`src/rtl/regfile_bist_pkg.sv`:
```
// Shared types, widths and the test pattern generator for the register-file BIST.
package regfile_bist_pkg;

  localparam int unsigned ERRW  = 6;
  localparam int unsigned REGW  = 5;
  localparam int unsigned DATAW = 32;

  typedef enum logic [2:0] {
    IDLE  = 3'd0,
    WRITE = 3'd1,
    RADDR = 3'd2,
    RCHK  = 3'd3,
    DONE  = 3'd4
  } state_t;

  // Pass 0 writes seed+r, pass 1 writes its complement so every bit sees both values.
  function automatic logic [DATAW-1:0] pattern(input logic [DATAW-1:0] seed,
                                               input logic [REGW-1:0]  r,
                                               input logic             pass);
    logic [DATAW-1:0] base;
    base = seed + DATAW'(r);
    return pass ? ~base : base;
  endfunction

endpackage

```
`src/rtl/regfile_bist_cmp.sv`:
```
// Dual read-port comparator: flags each mismatching port and sums them.
module regfile_bist_cmp
  import regfile_bist_pkg::*;
(
  input  logic [DATAW-1:0] data1,
  input  logic [DATAW-1:0] data2,
  input  logic [DATAW-1:0] exp1,
  input  logic [DATAW-1:0] exp2,
  output logic             mismatch1_c,
  output logic             mismatch2_c,
  output logic [1:0]       inc_c
);

  assign mismatch1_c = (data1 != exp1);
  assign mismatch2_c = (data2 != exp2);
  assign inc_c       = 2'(mismatch1_c) + 2'(mismatch2_c);

endmodule

```
`src/rtl/regfile_bist.sv`:
```
// Register-file BIST master: writes a pattern over a register range, reads it back
// two registers per access, then repeats with the inverted pattern.
module regfile_bist
  import regfile_bist_pkg::*;
#(
  parameter int unsigned      FIRST_REG = 8,
  parameter int unsigned      LAST_REG  = 25,
  parameter logic [DATAW-1:0] SEED      = 32'h0000_0000
) (
  input  logic             Clk,
  input  logic             Reset,
  input  logic             Start,
  output logic             Busy,
  output logic             Done,
  output logic             Pass,
  output logic [ERRW-1:0]  ErrCount,
  output logic [REGW-1:0]  FailReg,
  output logic [REGW-1:0]  ReadRegister1,
  output logic [REGW-1:0]  ReadRegister2,
  output logic [REGW-1:0]  WriteRegister,
  output logic [DATAW-1:0] WriteData,
  output logic             RegWrite,
  input  logic [DATAW-1:0] ReadData1,
  input  logic [DATAW-1:0] ReadData2
);

  // One spare bit so the read index can step past LAST_REG without wrapping.
  localparam int unsigned   RW      = REGW + 1;
  localparam int unsigned   ESW     = ERRW + 1;
  localparam logic [RW-1:0] FIRST_R = RW'(FIRST_REG);
  localparam logic [RW-1:0] LAST_R  = RW'(LAST_REG);

  state_t           state, nxt_state;
  logic [RW-1:0]    r, nxt_r, r_step;
  logic             pass, nxt_pass;
  logic             start_ok;
  logic [REGW-1:0]  nxt_rd2;
  logic [DATAW-1:0] exp1, exp2;
  logic             mismatch1, mismatch2;
  logic [1:0]       inc;
  logic [ESW-1:0]   err_sum;
  logic [ERRW-1:0]  err_next;

  always_ff @(posedge Clk or negedge Reset) begin
    if (!Reset) begin
      state <= IDLE;
      r     <= '0;
      pass  <= 1'b0;
    end else begin
      state <= nxt_state;
      r     <= nxt_r;
      pass  <= nxt_pass;
    end
  end

  always_comb begin
    nxt_state = state;
    nxt_r     = r;
    nxt_pass  = pass;
    start_ok  = 1'b0;
    r_step    = r + RW'(2);
    case (state)
      IDLE, DONE: begin
        if (Start) begin
          start_ok  = 1'b1;
          nxt_state = WRITE;
          nxt_r     = FIRST_R;
          nxt_pass  = 1'b0;
        end
      end
      WRITE: begin
        if (r == LAST_R) begin
          nxt_state = RADDR;
          nxt_r     = FIRST_R;
        end else begin
          nxt_r = r + RW'(1);
        end
      end
      RADDR: nxt_state = RCHK;
      RCHK: begin
        nxt_r = r_step;
        if (r_step > LAST_R) begin
          if (!pass) begin
            nxt_pass  = 1'b1;
            nxt_r     = FIRST_R;
            nxt_state = WRITE;
          end else begin
            nxt_state = DONE;
          end
        end else begin
          nxt_state = RADDR;
        end
      end
      default: nxt_state = IDLE;
    endcase
  end

  // Port 2 reads the next register, clamped so an odd range ends on (LAST, LAST).
  always_comb begin
    nxt_rd2  = (nxt_r >= LAST_R) ? REGW'(LAST_R) : REGW'(nxt_r + RW'(1));
    exp1     = pattern(SEED, r[REGW-1:0], pass);
    exp2     = pattern(SEED, ReadRegister2, pass);
    err_sum  = ESW'(ErrCount) + ESW'(inc);
    err_next = err_sum[ERRW] ? '1 : err_sum[ERRW-1:0];
  end

  regfile_bist_cmp u_cmp (
    .data1       (ReadData1),
    .data2       (ReadData2),
    .exp1        (exp1),
    .exp2        (exp2),
    .mismatch1_c (mismatch1),
    .mismatch2_c (mismatch2),
    .inc_c       (inc)
  );

  // Register-file drive follows the upcoming state so it lines up with that state's cycle.
  always_ff @(posedge Clk or negedge Reset) begin
    if (!Reset) begin
      RegWrite      <= 1'b0;
      WriteRegister <= '0;
      WriteData     <= '0;
      ReadRegister1 <= '0;
      ReadRegister2 <= '0;
    end else begin
      RegWrite <= (nxt_state == WRITE);
      if (nxt_state == WRITE) begin
        WriteRegister <= nxt_r[REGW-1:0];
        WriteData     <= pattern(SEED, nxt_r[REGW-1:0], nxt_pass);
      end
      if (nxt_state == RADDR) begin
        ReadRegister1 <= nxt_r[REGW-1:0];
        ReadRegister2 <= nxt_rd2;
      end
    end
  end

  // Status and error reporting.
  always_ff @(posedge Clk or negedge Reset) begin
    if (!Reset) begin
      Busy     <= 1'b0;
      Done     <= 1'b0;
      Pass     <= 1'b0;
      ErrCount <= '0;
      FailReg  <= '0;
    end else if (start_ok) begin
      Busy     <= 1'b1;
      Done     <= 1'b0;
      Pass     <= 1'b0;
      ErrCount <= '0;
      FailReg  <= '0;
    end else if (state == RCHK) begin
      ErrCount <= err_next;
      if ((ErrCount == '0) && (inc != 2'd0)) begin
        FailReg <= mismatch1 ? r[REGW-1:0] : ReadRegister2;
      end
    end else if (state == DONE) begin
      Busy <= 1'b0;
      Done <= 1'b1;
      Pass <= (ErrCount == '0);
    end
  end

endmodule

```
`config.mk`:
```
export PLATFORM = sky130hd
export DESIGN_NAME = regfile_bist
export DESIGN_NICKNAME = d
export VERILOG_FILES = /design/src/rtl/regfile_bist_pkg.sv /design/src/rtl/regfile_bist_cmp.sv /design/src/rtl/regfile_bist.sv
export SDC_FILE = /design/constraint.sdc
export NUM_CORES = 1
export LEC_CHECK = 0
export CORE_UTILIZATION = 41
export CTS_CLUSTER_DIAMETER = 100
export CTS_CLUSTER_SIZE = 8
export DETAILED_ROUTE_END_ITERATION = 10
export GPL_ROUTABILITY_DRIVEN = 0
export HOLD_SLACK_MARGIN = 0.03
export MAX_ROUTING_LAYER = met4
export PLACE_DENSITY = 0.83
export SLEW_MARGIN = 20
export SYNTH_ARGS = -nofsm -noshare
export SYNTH_HDL_FRONTEND = slang
export SYNTH_HIERARCHICAL = 1
export SYNTH_SLANG_ARGS = --single-unit
```
`constraint.sdc`:
```
create_clock -name Clk -period 4.58 [get_ports Clk]
set_input_delay 0.458 -clock Clk [delete_from_list [all_inputs] [get_ports Clk]]
set_output_delay 0.458 -clock Clk [all_outputs]
set_load 0.05 [all_outputs]
```
==> results.txt <==
- Clock tree synthesis selected as its root buffer the cell clkbuf_8.
* Clock sink count: 46
* Capturing element type of the critical path: flop
- Post-CTS repair changed the size of 0 cells.
* Tot GR Track Use: 20.03%
- The Yosys step of the flow raised 6 warnings.
- Worst Max-Slew Pin Slew: 703.9 ps
- The number of global-route vias before repair was 2940.
- Number of antenna violations at the first check in global routing: 0
- The H-tree generated during clock tree synthesis spans 2 levels.
* Async set or reset register ratio after synthesis: 100.0%
* Fraction of layout cells with a size suffix above 1: 6.680%
- After clock tree synthesis, the setup repair step added 0 buffers.
- Path type of the worst setup path: reg2reg
- After detailed placement, the design holds a cell count of 591.
- The synthesized netlist occupies a cell area of 3580 µm².
- Dividing the detail-routed via count by the number of cells gives approximately 5.3.
* Setup TNS: 0 ps
* Peak-usage layer in the global routing report: met2
- Worst path top cell family by delay: simple AND/OR/NAND/NOR gates
* Number of distinct library cells after synthesis: 61
* Unrepaired setup endpoints after global routing: no
* Largest fanout on the critical path: 49
* Insertion delay to the later sink of the worst-skew pair: 300 ps
* Clock Skews: 4.560 ps
- Setup violations remaining at the end of the flow were counted as 0.
* Max-slew headroom at the worst pin: between 50% and 60%
- Combinational family with the most area after synthesis: XOR/XNOR gates
* Number of buffers inserted during clock tree synthesis: 5
- The first detailed-routing pass ran for 6 iterations.
* Cell with the biggest individual delay on the critical path: dfrtp_4
- Clock buffer depth: 2
* Arrival time reported for the critical path endpoint: 4130 ps
- After clock tree synthesis, the clock-pin slew on the worst setup and hold paths is roughly 90 ps.
* Stage delay of the slowest cell on the critical path: 900 ps
- Power density relative to cell area: around 760 nW/µm²
- Number of synthesized flops with an enable pin: 0
- Average wire length per cell after detail routing: 15.41 µm
- Ant. Diodes: 0
- Synthesized-area fraction occupied by and/or/nand/nor cells: 17.23%
* Share of the clock period used by the worst path: 86.10%
* Worst ir drop on vdd: 458.6 µV
* Total I/O pin count: 129
- Core area: 8341 µm²
* Total nets after synthesis: 472
* Register bit count reported by yosys: 46
- Adder and majority cell fraction of the synthesized area: 4.754%
- After floorplanning, the core was divided into 33 placement rows.
* Count of non-filler cells in the finished layout: 599
* TritonCTS clock tree: yes
- Count of nets left with antenna violations after detail routing: 0
* Mean instance size in the synthesized netlist: roughly 9 µm²
- Quantity of hold-fixing buffers added after cts: 0
- Width of the die: 95.44 µm
- Global routing met1 resource utilization: 23.66%
- In this run the tool buffered the top-level ports with 128 buffer cells.
- Max-cap violations in this run came to 0.
* Worst hold path type: in2async
* Met2 routing resource usage after global routing: about a third
* Category of the worst setup path launch point: flop
- After detailed routing, the total wire length is about 9000 µm.
- After detailed routing, the number of remaining DRC violations is 0.
- In the synthesized netlist, the number of instances is 392.
* Global-route wire length before repair: ~14000 µm
- Time the worst path needs with I/O delays and setup: 3943 ps
* Outcome: completed
- The final max-slew violation count was 0.
- For this run, the post-layout net count is about 570.
- The area growth from synthesis to layout is 34.92%.
- XOR/XNOR share of the synthesized area: approximately a fifth
* Worst path required time: approximately 4800 ps
* Main flop type after synthesis: dfrtp_1
- The number of hold violations in the final report came to 0.
- Pin count of the biggest net entering global routing: 50
* Overall overflow remaining after global route: 0
- Counting both buffers and inverters, the worst setup path holds a total of 2.
- Summed over all nets, the half-perimeter wirelength after detailed placement is 6883 µm.
* Sequential-to-total area share from yosys stat: 32.16%
* DIE AREA: slightly above 9000 µm²
* GR Util met3: 4.306%
- Die Ht: 95.44 µm
- Multiplexer cells account for slightly below 3% of the synthesized area.
- Via count: between 3000 and 4000
- Critical path, cell by cell: buf_4 > xnor2_1 > nand4_1 > nor4_1 > nand2_1 > ha_1 > ha_1 > inv_1 > fa_1 > nand2b_1 > nor2_1 > nor2_1 > a311oi_1
- Compound-Gate Fraction of Synth Area: 13.14%
- Summed over all cells, the static leakage comes to 1.888 nW.
* Achievable frequency: 253.6 MHz
* Number of violations reported at the end of detailed-routing iteration 0: 220
- The initial utilization of the core area, before any placement, comes to 42.92%.
-- worst reg2reg max path: stages (launching register included) --
cell and delay (ps):
dfrtp_4 900, buf_4 450, xnor2_1 170, nand4_1 120
nor4_1 400, nand2_1 100, ha_1 310, ha_1 170
inv_1 60, fa_1 410, nand2b_1 190, nor2_1 110
nor2_1 70, a311oi_1 360
-- metal layers --
metal,up-vias,part of all wire [%]
met4,0,1.6
met2,141,47
li1,1531,-
met3,15,9.9
met5,-,0
met1,1461,41
-- flip-flops by register name, indices dropped and copies added (netlist names), 3 cells and up --
register / flops
state: 3
ReadRegister1: 5
WriteRegister: 5
r: 6
FailReg: 5
ReadRegister2: 5
WriteData: 6
ErrCount: 6
-- metrics by stage --
stage	util [%]	setup WS [ps]	total power, mW	instance area, µm²	hold slack, ps
after floorplan	-	560.2	2.814	3581	162.4
after global placement	56.78	978.0	3.344	4736	461.1
after detailed placement	56.78	653.6	3.406	4736	471.0
after CTS	57.91	630.6	3.684	4830	251.6
after global routing	57.91	398.2	3.912	4830	287.0
final	57.91	636.8	3.672	4830	232.1
-- power breakdown --
group          internal [mW]  switching, mW  total (mW)
Clock                  0.110          0.149       0.260
Combinational          0.976           1.59        2.57
Sequential             0.565          0.278       0.844
Total                   1.65           2.02        3.67
-- placed cells by master, fill, tap and decap left out, types with 3 or more instances in the layout --
cell type,netlist,routed
a21oi_1,14,14
dfrtp_1,46,45
nor2_1,23,23
clkdlybuf4s50_1,0,127
o21ai_0,19,19
nor4_1,5,5
nand2_1,43,43
o21a_1,3,3
nand4_1,17,17
ha_1,12,12
inv_1,18,18
mux2_2,7,7
xor2_2,3,3
nand3_1,10,10
xnor2_1,65,65
o2111ai_1,3,3
clkbuf_8,0,5
xor2_1,12,12
nor3_1,4,4
nor2b_1,3,3
-- Yosys cell counts, drive strengths merged (3+ instances only) --
cell	instances	area [µm²]
buf	34	262.7
a21oi	14	70.07
a311oi	3	32.53
dfrtp	46	1151
ha	12	150.1
xor2	15	153.9
nor3b	3	33.78
nor2b	3	18.77
nand4	17	106.4
mux2	8	93.84
xnor2	65	569.3
nand3	11	60.06
o21a	3	22.52
nand2	43	161.4
inv	19	73.82
nor4	5	31.28
o2111ai	3	26.28
nor2	23	86.33
o21ai	22	117.6
nor3	4	20.02
-- cells by family after synthesis --
kind of cell	count (synthesis)
compound gates	66
xor+xnor	80
fa+ha+maj	13
buf+inv	55
flops	46
mux	9
simple gates	123
-- final cells by class --
cell class              count  area, µm²
multi-input cells         291       2085
fillers                   700       3511
well taps                 105      131.4
flip-flops and latches     46       1155
clock inverters             3      25.02
clock buffers               5      68.82
repair buffers            130       1291
inverters                  19      73.82
-- worst paths after layout --
check | startpoint | endpoint | slack, ps | cells past startpoint
max in group asynchronous | Reset | pass | 3900 | 2
min in group Clk | Busy | Busy | 490 | 2
hold / removal | Reset | ErrCount[5] | 230 | 2
setup / recovery | pass | ErrCount[3] | 640 | 13
setup reg to reg | pass | ErrCount[3] | 640 | 13
hold reg to reg | Busy | Busy | 490 | 2
Note: power is estimated with default switching activity, not from simulation.
